### src/rtl/fifo_wr_arbiter_pkg.sv
// Shared types and constants for the packet-locked FIFO write arbiter.
// Also hosts the owner-index width helper used by the arbiter family.
package fifo_arb_pkg;

    typedef enum logic {
        IDLE = 1'b0,
        LOCK = 1'b1
    } arb_state_e;

    localparam int N_REQ_DEF = 4;
    localparam int WIDTH_DEF = 8;
    localparam int PKT_CNT_W = 16;

    // An index field is never narrower than one bit.
    function automatic int clog2(input int n);
        return (n <= 2) ? 1 : $clog2(n);
    endfunction

endpackage

### src/rtl/fifo_wr_arbiter_if.sv
// Producer-side and FIFO-side signals of the write arbiter.
// The arbiter uses master; producers, FIFO and bench use slave.
interface fifo_wr_arbiter_if
    import fifo_arb_pkg::*;
#(
    parameter int N_REQ = N_REQ_DEF,
    parameter int WIDTH = WIDTH_DEF,
    parameter int ID_W  = clog2(N_REQ)
);
    logic [N_REQ-1:0]       req;
    logic [N_REQ*WIDTH-1:0] req_data;
    logic [N_REQ-1:0]       req_last;
    logic [N_REQ-1:0]       gnt;
    logic                   fifo_full;
    logic                   fifo_wr_en;
    logic [WIDTH-1:0]       fifo_data;
    logic                   busy;
    logic [ID_W-1:0]        owner;
    logic [PKT_CNT_W-1:0]   pkt_cnt;

    modport master (
        input  req, req_data, req_last, fifo_full,
        output gnt, fifo_wr_en, fifo_data,
        output busy, owner, pkt_cnt
    );

    modport slave (
        output req, req_data, req_last, fifo_full,
        input  gnt, fifo_wr_en, fifo_data,
        input  busy, owner, pkt_cnt
    );
endinterface

### src/rtl/fifo_wr_arbiter_rr_pick.sv
// Combinational round-robin picker: first set request after last_owner,
// wrapping cyclically. Shared by the arbiters in this design.
module rr_pick
    import fifo_arb_pkg::*;
#(
    parameter int N_REQ = N_REQ_DEF,
    parameter int ID_W  = clog2(N_REQ)
) (
    input  logic [N_REQ-1:0] req_i,
    input  logic [ID_W-1:0]  last_owner_i,
    output logic             found_o,
    output logic [ID_W-1:0]  index_o
);
    logic [ID_W-1:0] cand;

    // Walk from the farthest offset inward so the nearest hit wins.
    always_comb begin
        found_o = 1'b0;
        index_o = '0;
        cand    = '0;
        for (int k = N_REQ; k >= 1; k--) begin
            cand = ID_W'((int'(last_owner_i) + k) % N_REQ);
            if (req_i[cand]) begin
                found_o = 1'b1;
                index_o = cand;
            end
        end
    end

endmodule

### src/rtl/fifo_wr_arbiter.sv
// Round-robin, packet-locked arbiter for one FIFO write port.
// A winner keeps the port until its last beat is written.
module fifo_wr_arbiter
    import fifo_arb_pkg::*;
#(
    parameter int N_REQ = N_REQ_DEF,
    parameter int WIDTH = WIDTH_DEF,
    parameter int ID_W  = clog2(N_REQ)
) (
    input logic               clk,
    input logic               reset_n,
    fifo_wr_arbiter_if.master bus
);
    arb_state_e           state_q, state_d;
    logic [ID_W-1:0]      owner_q, owner_d;
    logic [ID_W-1:0]      last_q, last_d;
    logic [PKT_CNT_W-1:0] pkt_cnt_q, pkt_cnt_d;

    logic                 found;
    logic [ID_W-1:0]      pick;
    logic                 wr_en;
    logic                 last_beat;
    logic [WIDTH-1:0]     slice [N_REQ];

    for (genvar i = 0; i < N_REQ; i++) begin : g_slice
        assign slice[i] = bus.req_data[i*WIDTH +: WIDTH];
    end

    rr_pick #(
        .N_REQ (N_REQ),
        .ID_W  (ID_W)
    ) u_pick (
        .req_i        (bus.req),
        .last_owner_i (last_q),
        .found_o      (found),
        .index_o      (pick)
    );

    // Grant and write path follow fifo_full in the same cycle.
    always_comb begin
        bus.gnt   = '0;
        wr_en     = 1'b0;
        last_beat = 1'b0;
        if (state_q == LOCK) begin
            bus.gnt[owner_q] = ~bus.fifo_full;
            wr_en     = bus.req[owner_q] & ~bus.fifo_full;
            last_beat = wr_en & bus.req_last[owner_q];
        end
        bus.fifo_wr_en = wr_en;
        bus.fifo_data  = wr_en ? slice[owner_q] : '0;
    end

    always_comb begin
        state_d   = state_q;
        owner_d   = owner_q;
        last_d    = last_q;
        pkt_cnt_d = pkt_cnt_q;
        unique case (state_q)
            IDLE: begin
                if (found) begin
                    owner_d = pick;
                    state_d = LOCK;
                end
            end
            LOCK: begin
                if (last_beat) begin
                    state_d = IDLE;
                    last_d  = owner_q;
                    if (pkt_cnt_q != '1) begin
                        pkt_cnt_d = pkt_cnt_q + 1'b1;
                    end
                end
            end
        endcase
    end

    always_ff @(posedge clk or negedge reset_n) begin
        if (!reset_n) begin
            state_q   <= IDLE;
            owner_q   <= '0;
            last_q    <= ID_W'(N_REQ - 1);
            pkt_cnt_q <= '0;
        end else begin
            state_q   <= state_d;
            owner_q   <= owner_d;
            last_q    <= last_d;
            pkt_cnt_q <= pkt_cnt_d;
        end
    end

    assign bus.busy    = (state_q == LOCK);
    assign bus.owner   = owner_q;
    assign bus.pkt_cnt = pkt_cnt_q;

endmodule

### src/flat_wrapper.sv
// flat-port wrapper written by rule: the top's interface ports become plain ports
module fifo_wr_arbiter_flat import fifo_arb_pkg::*;
#(
    parameter int N_REQ = N_REQ_DEF,
    parameter int WIDTH = WIDTH_DEF,
    parameter int ID_W  = clog2(N_REQ)
)
  (clk, reset_n, bus_req, bus_req_data, bus_req_last, bus_fifo_full, bus_gnt, bus_fifo_wr_en, bus_fifo_data, bus_busy, bus_owner, bus_pkt_cnt);
  fifo_wr_arbiter_if #(.N_REQ(N_REQ), .WIDTH(WIDTH), .ID_W(ID_W)) bus_i ();
  input logic clk;
  input logic reset_n;
  input wire logic [$bits(bus_i.req)-1:0] bus_req;
  input wire logic [$bits(bus_i.req_data)-1:0] bus_req_data;
  input wire logic [$bits(bus_i.req_last)-1:0] bus_req_last;
  input wire logic [$bits(bus_i.fifo_full)-1:0] bus_fifo_full;
  output wire logic [$bits(bus_i.gnt)-1:0] bus_gnt;
  output wire logic [$bits(bus_i.fifo_wr_en)-1:0] bus_fifo_wr_en;
  output wire logic [$bits(bus_i.fifo_data)-1:0] bus_fifo_data;
  output wire logic [$bits(bus_i.busy)-1:0] bus_busy;
  output wire logic [$bits(bus_i.owner)-1:0] bus_owner;
  output wire logic [$bits(bus_i.pkt_cnt)-1:0] bus_pkt_cnt;
  assign bus_i.req = bus_req;
  assign bus_i.req_data = bus_req_data;
  assign bus_i.req_last = bus_req_last;
  assign bus_i.fifo_full = bus_fifo_full;
  assign bus_gnt = bus_i.gnt;
  assign bus_fifo_wr_en = bus_i.fifo_wr_en;
  assign bus_fifo_data = bus_i.fifo_data;
  assign bus_busy = bus_i.busy;
  assign bus_owner = bus_i.owner;
  assign bus_pkt_cnt = bus_i.pkt_cnt;
  fifo_wr_arbiter #(.N_REQ(N_REQ), .WIDTH(WIDTH), .ID_W(ID_W)) u_core (.clk(clk), .reset_n(reset_n), .bus(bus_i));
endmodule
### config.mk
export PLATFORM = sky130hd
export DESIGN_NAME = fifo_wr_arbiter_flat
export DESIGN_NICKNAME = d
export VERILOG_FILES = /design/src/rtl/fifo_wr_arbiter_pkg.sv /design/src/rtl/fifo_wr_arbiter_if.sv /design/src/rtl/fifo_wr_arbiter_rr_pick.sv /design/src/rtl/fifo_wr_arbiter.sv /design/src/flat_wrapper.sv
export SDC_FILE = /design/constraint.sdc
export NUM_CORES = 1
export LEC_CHECK = 0
export CORE_MARGIN = 10
export CORE_UTILIZATION = 40
export DETAILED_ROUTE_END_ITERATION = 6
export PLACE_DENSITY = 0.8
export SLEW_MARGIN = 10
export SYNTH_ARGS = -nofsm -noshare
export SYNTH_HDL_FRONTEND = slang
export SYNTH_HIERARCHICAL = 1
export SYNTH_SLANG_ARGS = --single-unit
### constraint.sdc
create_clock -name clk -period 2.2 [get_ports clk]
set_input_delay 0.22 -clock clk [delete_from_list [all_inputs] [get_ports clk]]
set_output_delay 0.22 -clock clk [all_outputs]
set_load 0.03 [all_outputs]
# After elaboration in Yosys (flattened, before gate mapping)
# Cells that the tools add are included.
[word_totals] register_bits=21 input_bits=43 word_cells=59 out_inout_bits=32
[op_classes] muxes=32 reduce_logical=4 addsub=5 eq_ne=1 order_cmp=7 bitwise_logic=6
[op_table] op="$mux W8" n=3
[op_table] op="$add A16 B1 Y16 const B" n=1
[op_table] op="$bmux W8 S2" n=1
[op_table] op="$ne A16 B16 Y1 const B" n=1
[op_table] op="$lt A2 B3 Y1 const B" n=5
[op_table] op="$mux W1" n=15
[op_table] op="$bmux W1 S2" n=6
[op_table] op="$mux W2" n=4
[op_table] op="$add A2 B1 Y2 const B" n=2
[op_table] op="$add A2 B2 Y2 const B" n=2
[op_table] op="$and A4 B4 Y4" n=1
[op_table] op="$mux W4" n=1
[op_table] op="$reduce_and A2 Y1" n=2
[op_table] op="$ge A3 B3 Y1 const B" n=1
[op_table] op="$not A2 Y3" n=1
[op_table] op="$reduce_and A3 Y1" n=1
[op_table] op="$and A1 B1 Y1" n=2
[op_table] op="$demux W1 S2" n=1
[op_table] op="$ge A2 B1 Y1 const B" n=1
[op_table] op="$not A1 Y1" n=2
[op_table] op="$pmux W1 S2" n=1
[op_table] op="$logic_and A1 B1 Y1" n=1

# Longest topological paths before layout
# Gate-level depths: netlist (run 1).
[depth] word_depth=9 depth_mapped=6 mapped_depth_nobuf=5

# Cells and area by module
# Netlist (run 1), hierarchy kept.
[by_module_without_submodules] module="fifo_wr_arbiter" area_per_inst_um2=1370.1 cells_per_inst=113 seq_area_each_um2=528.0 instances=1
[by_module_without_submodules] module="rr_pick" area_per_inst_um2=91.3 cells_per_inst=14 seq_area_each_um2=0.0 instances=1

# Worst setup path before layout (run 1)
# No wires, ideal clock.
[synth_timing] kind="reg-to-reg" startpoint="reg u_core.owner_q[0] (netlist: u_core/bus.owner[0])" endpoint="reg u_core.last_q[0]" t_arrival_ps=1907 t_required_ps=2118 stages_incl_launch_ff=6 path_buffers=2 setup_slack_ps=211 setup_ps=82 synth_period_minus_slack_ps=1989 path_cell_list="dfrtp_1 -> buf_6 -> mux4_1 -> nand3_4 -> buf_6 -> mux2_2"
[synth_between] elab_chain_len=6 elab_cells_between_ends=8 classes_between="mux: 5; bitwise: 2; reduce/logical: 1"
[synth_lines] element="start, declared" line_no="fifo_wr_arbiter.sv:15" rtl="logic [ID_W-1:0] owner_q, owner_d;"
[synth_lines] element="start signal, assigned" line_no="fifo_wr_arbiter.sv:85" rtl="owner_q <= owner_d;"
[synth_lines] element="$bmux W1 S2" line_no="fifo_wr_arbiter.sv:46" rtl="wr_en = bus.req[owner_q] & ~bus.fifo_full;"
[synth_lines] element="$mux W1 (implied by the code)" line_no="fifo_wr_arbiter.sv:46"
[synth_lines] element="$and A1 B1 Y1" line_no="fifo_wr_arbiter.sv:46"
[synth_lines] element="$and A1 B1 Y1" line_no="fifo_wr_arbiter.sv:47" rtl="last_beat = wr_en & bus.req_last[owner_q];"
[synth_lines] element="$mux W1" line_no="fifo_wr_arbiter.sv:44" rtl="if (state_q == LOCK) begin"
[synth_lines] element="$reduce_and A2 Y1 (no source line)"
[synth_lines] element="end signal, assigned" line_no="fifo_wr_arbiter.sv:81" rtl="last_q <= ID_W'(N_REQ - 1);"
[synth_lines] element="end signal, assigned" line_no="fifo_wr_arbiter.sv:86" rtl="last_q <= last_d;"
[synth_lines] element="end, declared" line_no="fifo_wr_arbiter.sv:16" rtl="logic [ID_W-1:0] last_q, last_d;"
# Parallel ways exist; a longest one is shown, timed or not. The select of a mux whose other input is x is not followed.
# A chain may end at the register's enable or synchronous reset.

# Worst setup path in the final report (run 1)
[layout_timing] startpoint="reg u_core.owner_q[0] (netlist: u_core/bus.owner[0])" endpoint="out bus_fifo_data[6]"
[layout_between] elab_chain_len=5 elab_cells_between_ends=9 classes_between="mux: 7; bitwise: 2"
[layout_lines] element="$bmux W1 S2 / $not A2 Y3 (equally long branches)" line_no="fifo_wr_arbiter.sv:46, fifo_wr_arbiter.sv:50"
[layout_lines] element="$mux W1 (implied by the code) / $bmux W8 S2 (equally long branches)" line_no="fifo_wr_arbiter.sv:46, fifo_wr_arbiter.sv:50"
[layout_lines] element="$and A1 B1 Y1 / $mux W8 (equally long branches)" line_no="fifo_wr_arbiter.sv:46, fifo_wr_arbiter.sv:50"
[layout_lines] element="$mux W1 / $mux W8 (equally long branches)" line_no="fifo_wr_arbiter.sv:44, fifo_wr_arbiter.sv:50"
[layout_lines] element="$mux W8 (*)" line_no="fifo_wr_arbiter.sv:50" rtl="bus.fifo_data = wr_en ? slice[owner_q] : '0;"
[layout_lines] element="end, declared" line_no="flat_wrapper.sv:18" rtl="output wire logic [$bits(bus_i.fifo_data)-1:0] bus_fifo_data;"
# Mark *: on every way between the ends. The rest lies on a longest branch, timed or not. The select of a mux whose other input is x is not followed.

==> results of run 1 <==
## area by class of cell
| class | instances | area, sq um | share of cell area, % |
|---|---|---|---|
| multi-input combinational | 95 | 881 | 37.2 |
| timing repair buffer | 88 | 838 | 35.4 |
| sequential | 21 | 529 | 22.4 |
| tap | 46 | 57.6 | 2.43 |
| clock buffer | 3 | 41.3 | 1.74 |
| inverter | 4 | 15.0 | 0.634 |
| clock inverter | 1 | 5.00 | 0.211 |
## state kept, by name (all words and copies together), names as in the netlist
| name | cells |
|---|---|
| u_core/bus.pkt_cnt | 16 |
| u_core/last_q | 2 |
| u_core/bus.owner | 2 |
| u_core/bus.busy | 1 |
## logic make-up (layout without fill, tap and decap cells)
logic type	Yosys count	count (layout)	synth area share, %
AO/OA/AOI/OAI	7	7	3.68
flip-flops	21	21	36.1
XOR/XNOR	12	12	7.19
multiplexers	19	19	22.9
AND/OR/NAND/NOR	56	56	25.1
adder cells (fa/ha/maj)	1	1	0.856
buffers and inverters	11	96	4.11
## per-stage QoR
step / util, % / instances / setup WS, ns / total power (uW) / hold slack [ns]
5_1_grt: 68.8 / 258 / 0.0234 / 2320 / 0.351
3_5_place_dp: 67.6 / 254 / -0.0476 / 1970 / 0.498
3_3_place_gp: 67.6 / 254 / 0.00506 / 1930 / 0.480
4_1_cts: 68.8 / 258 / 0.0341 / 2210 / 0.333
6_report: 68.8 / 258 / 0.0935 / 2190 / 0.317
2_1_floorplan: - / 127 / 0.211 / 1430 / -0.0756
## cells in the final DEF (no fill, tap or decap), types with 2 or more instances in the layout
| cell type | instances |
|---|---|
| clkdlybuf4s50_1 | 65 |
| dfrtp_1 | 18 |
| buf_4 | 17 |
| xor2_1 | 11 |
| and3_1 | 9 |
| mux4_2 | 7 |
| nand2_1 | 7 |
| mux2_2 | 7 |
| nor4_1 | 5 |
| dlygate4sd2_1 | 4 |
| inv_1 | 4 |
| nor2_1 | 4 |
| nand4_1 | 4 |
| nand3_1 | 4 |
| nor3_1 | 4 |
| nand2b_1 | 4 |
| clkbuf_8 | 3 |
| mux4_1 | 3 |
| or2_2 | 3 |
| nor3b_1 | 2 |
| nor4_4 | 2 |
| a31oi_1 | 2 |
| mux2i_1 | 2 |
| nor4b_1 | 2 |
| dfstp_2 | 2 |
| a21oi_1 | 2 |
## critical path, cell delays in order, from the launching register on
cell and delay (ns):
dfrtp_2 0.44, buf_12 0.15, mux4_2 0.49, and3_1 0.19
dlygate4sd2_1 0.36
## where the power goes
group	leakage, uW	switching, uW	internal [uW]
Combinational	0.000741	658	677
Clock	0.0000255	127	126
Sequential	0.000259	120	486
## layer usage
| metal | global-route usage, % | vias up | part of all wire (%) |
|---|---|---|---|
| met4 | 3.52 | 0 | 0.18 |
| met3 | 4.90 | 2 | 15 |
| met5 | 0 | - | 0 |
| li1 | - | 645 | - |
| met1 | 18.2 | 677 | 38 |
| met2 | 24.2 | 83 | 46 |
## timing repair
action	in CTS	in global routing
cloned	0	0
setup endpoints to repair	5	3
resized for setup	6	3
## path summary, 6_finish.rpt
path                                     endpoint  slack, ns  cells after the start
setup / recovery                 bus_fifo_data[6]       0.09                      4
hold / removal             u_core/bus.pkt_cnt[14]       0.32                      1
setup reg to reg            u_core/bus.pkt_cnt[5]       0.12                      6
hold reg to reg             u_core/bus.pkt_cnt[7]       0.50                      1
max in group asynchronous   u_core/bus.pkt_cnt[5]       1.32                      2
min in group clk            u_core/bus.pkt_cnt[7]       0.50                      1
==> results.py, run 1 <==
metrics = {
    "worst_hold_path": {
        "hold_path_class": "input pin to async pin",
    },
    "synthesis": {
        "yosys.area.top_type": "dfrtp_1",
        "ys_top_cells_by_count": "dfrtp_1, xor2_1, and3_1",
        "synth_area_leaders": "dfrtp_1, mux4_2, xor2_1, mux4_1, mux2_2",
        "yosysUniqueCellTypes": 34,
        "ys.flop_type": "dfrtp_1",
        "ys_warn_count": 6,
        "synthArstFlopShare_pct": 100,
        "netlist_area_sq_mm": 0.00146,
        "yosysMostFrequentCell": "dfrtp_1",
        "ys_ff_latch": 21,
        "synth_top_area_share_pct": 32.5,
        "syn-num-nets": 171,
        "postSynthCellCount": 127,
        "synth_edf_count": 0,
        "postSynthAreaPerCell_sq_um": 11.5,
        "synth_seq_area_share_pct": 36.1,
    },
    "placement": {
        "place_congestion": 0.874,
        "hpwl_mm": 4.06,
        "numPortBuffers": 74,
        "placed_cell_area_sq_mm": 0.00233,
    },
    "cts": {
        "cts_sinks": 21,
        "cts_buffer_depth": 2,
        "cts-htree-levels": 1,
        "cts.clk_slew.worst_paths_ns": 0.08,
        "ctsHoldBuffers": 0,
        "cts_tree": "done",
        "clock-root-buffer": "clkbuf_8",
        "numCtsBuffers": 3,
        "insertion_delay_ns": 0.26,
        "postCtsSetupBuffers": 0,
    },
    "final_layout": {
        "area_growth_pct": 62.0,
        "num_antenna_cells": 0,
        "fin_area_sq_mm": 0.00237,
        "fillCellCount": 256,
        "fin_nets": 257,
        "drive_gt1_share_pct": 23.6,
    },
    "detailed_routing": {
        "drt_iter0_markers": 68,
        "wire_per_inst_um": 19.0,
        "wl_mm": 4.91,
        "vias": 1407,
        "drc_errors": 0,
        "route.antenna.remaining_nets": 0,
        "first_pass_iters": 4,
        "vias_per_cell": 5.45,
    },
    "sta": {
        "tightest_slew_ns": 0.579,
        "rsz0062_at_grt": "false",
        "min_period_ns": 2.11,
        "max_freq_ghz": 0.475,
        "finalSetupViolCount": 0,
        "tns_ns": 0,
        "finClkSkew_ns": 0.0111,
        "maxSlewViolCount": 0,
        "post-route-period-util_pct": 95.7,
        "hold_viol": 0,
        "max-slew-margin-rel_pct": 61.3,
    },
    "global_route": {
        "grt_pass1_vias": 1489,
        "grt_max_degree": 14,
        "grt_overflow_total": 0,
        "track_usage_pct": 14.8,
        "antenna_found_initial": 0,
        "grt_pass1_wl_mm": 7.69,
    },
    "run_status": {
        "status": "completed",
    },
    "power": {
        "power.leakage_uw": 0.00103,
        "ir_drop_uv": 575,
        "p_per_area_mw_per_mm2": 927,
    },
    "floorplan": {
        "ios": 75,
        "die_area_sq_mm": 0.00647,
        "die_width_um": 80.4,
        "dieHeight_um": 80.4,
        "initial_core_util_pct": 42.5,
        "row_count": 21,
        "core_sq_mm": 0.00344,
    },
    "worst_setup_path": {
        "crit_fanout": 10,
        "rr_startpoint": "u_core/bus.owner[0]",
        "critPathCaptureType": "primary output",
        "critical_path_required_ns": 1.98,
        "crit_arrival_ns": 1.89,
        "worstSetupPathType": "flip-flop to primary output",
        "startpoint_type": "flip-flop",
        "critPathLaunch": "u_core/bus.owner[0]",
    },
    "run": {
        "max-cap-violations": 0,
    },
}
(Power assumes the default switching activity.)
==> run 2, diff against run 1 <==
--- a/config.mk
+++ b/config.mk
@@ -8,9 +8,9 @@
 export CORE_MARGIN = 10
 export CORE_UTILIZATION = 40
 export DETAILED_ROUTE_END_ITERATION = 6
+export GPL_ROUTABILITY_DRIVEN = 0
 export PLACE_DENSITY = 0.8
 export SLEW_MARGIN = 10
 export SYNTH_ARGS = -nofsm -noshare
 export SYNTH_HDL_FRONTEND = slang
-export SYNTH_HIERARCHICAL = 1
 export SYNTH_SLANG_ARGS = --single-unit
==> run 2 against run 1 <==
Highest routed layer unchanged. Via count up 2.4%. Sequential cell count unchanged. Final area increased by 1.0%. Critical path type unchanged. Count of clock-buffer cells in the layout is the same. Utilization increased by 0.69 points. Sequential power is 2% higher.
==> results.py, run 2 <==
metrics = {
    "run_status": {
        "status": "completed",
    },
    "floorplan": {
        "core_sq_mm": 0.00344,
        "die_area_sq_mm": 0.00650,
        "die_width_um": 80.6,
        "ios": 75,
        "dieHeight_um": 80.6,
        "initial_core_util_pct": 42.7,
        "row_count": 21,
    },
    "final_layout": {
        "area_growth_pct": 62.6,
        "fin_util_pct": 69.5,
        "largest_register_ffs": 16,
        "fin_area_sq_mm": 0.00239,
        "drive_gt1_share_pct": 22.7,
        "num_antenna_cells": 0,
        "layout_common_cells": "clkdlybuf4s50_1, buf_4, dfrtp_1, xor2_1, and3_1",
        "layout_commonest_cell": "clkdlybuf4s50_1",
        "fin_nets": 261,
    },
    "synthesis": {
        "yosys.area.top_type": "dfrtp_1",
        "postSynthAreaPerCell_sq_um": 11.4,
        "synth_seq_area_share_pct": 35.9,
        "postSynthCellCount": 129,
        "ys.flop_type": "dfrtp_1",
        "yosysMostFrequentCell": "dfrtp_1",
        "synth_edf_count": 0,
        "synth_area_leaders": "dfrtp_1, mux4_2, xor2_1, and3_1, dfstp_2",
        "synthArstFlopShare_pct": 100,
        "synth_top_area_share_pct": 32.3,
        "netlist_area_sq_mm": 0.00147,
        "ys_ff_latch": 21,
        "ys_warn_count": 0,
        "yosysUniqueCellTypes": 39,
        "ys_top_cells_by_count": "dfrtp_1, xor2_1, and3_1, mux4_2, nand2_1",
        "syn-num-nets": 173,
    },
    "worst_setup_path": {
        "r2r_setup_slack_ns": 0.23,
        "rr_startpoint": "u_core.bus.owner[0]",
        "critical_path_required_ns": 1.98,
        "max_stage_delay_ns": 0.50,
        "worstSetupPathType": "flip-flop to primary output",
        "cp-endpoint": "bus_fifo_data[7]",
        "crit_arrival_ns": 1.90,
        "crit_fanout": 12,
        "startpoint_type": "flip-flop",
        "r2r_cells": 6,
        "r2r-end": "u_core.bus.pkt_cnt[5]",
        "critPathLaunch": "u_core.bus.owner[0]",
        "critPathCaptureType": "primary output",
        "cp_cell_sequence": "buf_12 -> mux4_2 -> and3_1 -> dlygate4sd2_1",
        "crit_slowest_cell": "mux4_2",
    },
    "cts": {
        "cts_tree": "done",
        "clock-root-buffer": "clkbuf_8",
        "cts_sinks": 21,
        "cts_buffer_depth": 2,
        "numCtsBuffers": 3,
        "cts-htree-levels": 1,
        "cts.clk_slew.worst_paths_ns": 0.07,
        "insertion_delay_ns": 0.26,
    },
    "power": {
        "ir_drop_uv": 553,
        "power.leakage_uw": 0.00110,
        "p_per_area_mw_per_mm2": 882,
    },
    "global_route": {
        "grt_overflow_total": 0,
        "grt_max_degree": 15,
        "grt_pass1_wl_mm": 7.82,
        "grt_pass1_vias": 1496,
        "antenna_found_initial": 0,
        "track_usage_pct": 15.2,
    },
    "sta": {
        "min_period_ns": 2.12,
        "maxSlewViolCount": 0,
        "finalSetupViolCount": 0,
        "max-slew-margin-rel_pct": 59.5,
        "rsz0062_at_grt": "false",
        "hold_viol": 0,
        "hold_slack_ns": 0.332,
        "max_freq_ghz": 0.472,
        "tightest_slew_ns": 0.605,
        "finClkSkew_ns": 0.00154,
        "tns_ns": 0,
        "post-route-period-util_pct": 96.3,
    },
    "detailed_routing": {
        "vias": 1441,
        "route.antenna.remaining_nets": 0,
        "drc_errors": 0,
        "drt_iter0_markers": 75,
        "wl_mm": 5.04,
        "wire_per_inst_um": 19.2,
        "first_pass_iters": 4,
        "vias_per_cell": 5.50,
    },
    "run": {
        "max-cap-violations": 0,
    },
    "worst_hold_path": {
        "hold_path_class": "input pin to async pin",
    },
    "placement": {
        "numPortBuffers": 74,
        "hpwl_mm": 4.09,
        "placed_cell_area_sq_mm": 0.00235,
    },
}
[run 2: report_power, final]
group	switching [uW]	internal, uW	total [uW]	leakage (uW)
sequential	134	482	616	0.000270
clock	127	126	253	0.0000255
combinational	623	617	1240	0.000802
total	884	1230	2110	0.00110
[run 2: metal layers]
layer	wire length (um)	global-route usage (%)
met2	2380	25.6
met1	1810	17.1
met5	0	0
met4	91	5.46
met3	756	5.68
[run 2: cell type report]
type / instances / area [sq um]
clock buffers: 3 / 41.3
well taps: 46 / 57.6
fillers: 263 / 1050
multi-input cells: 98 / 883
clock inverters: 1 / 5.00
flip-flops and latches: 21 / 529
repair buffers: 90 / 863
inverters: 3 / 11.3
[run 2: per-stage QoR]
step	worst slack, ns	power, uW	instances
floorplan	0.183	1370	129
global placement	-0.0140	1850	258
detailed placement	-0.0575	1880	258
CTS	0.00209	2120	262
global route	0.00994	2240	262
finish	0.0815	2110	262
[run 2: worst max-delay path: cells and delay by family (launching register included)]
kind / cells / cell delay, ns
buffers and inverters: 2 / 0.51
multiplexers: 1 / 0.50
AND/OR/NAND/NOR: 1 / 0.19
flip-flops: 1 / 0.43
[run 2: how the worst min path moves through the flow]
stage | endpoint | start | cells past startpoint
floorplan | u_core.bus.busy | reset_n | 0
global placement | u_core.bus.pkt_cnt[13] | u_core.bus.pkt_cnt[13] | 1
detailed placement | u_core.bus.pkt_cnt[13] | u_core.bus.pkt_cnt[13] | 1
CTS | u_core.bus.pkt_cnt[5] | reset_n | 1
global route | u_core.bus.pkt_cnt[11] | reset_n | 1
finish | u_core.bus.pkt_cnt[5] | reset_n | 1
[run 2: what timing repair did]
| item | 4_1_cts | 5_1_grt |
|---|---|---|
| gates resized for setup | 6 | 3 |
| hold buffers | 0 | 0 |
| endpoints found under the setup margin | 6 | 7 |
| buffers inserted | 0 | 0 |
[run 2: logic make-up after synthesis]
group / synth area share, %
AOI/OAI and AO/OA: 4.51
xor gates and xnor gates: 8.34
adders and majority gates: 0.851
buffers and inverters: 4.00
DFF: 35.9
muxes: 19.2
and+or+nand+nor: 27.2
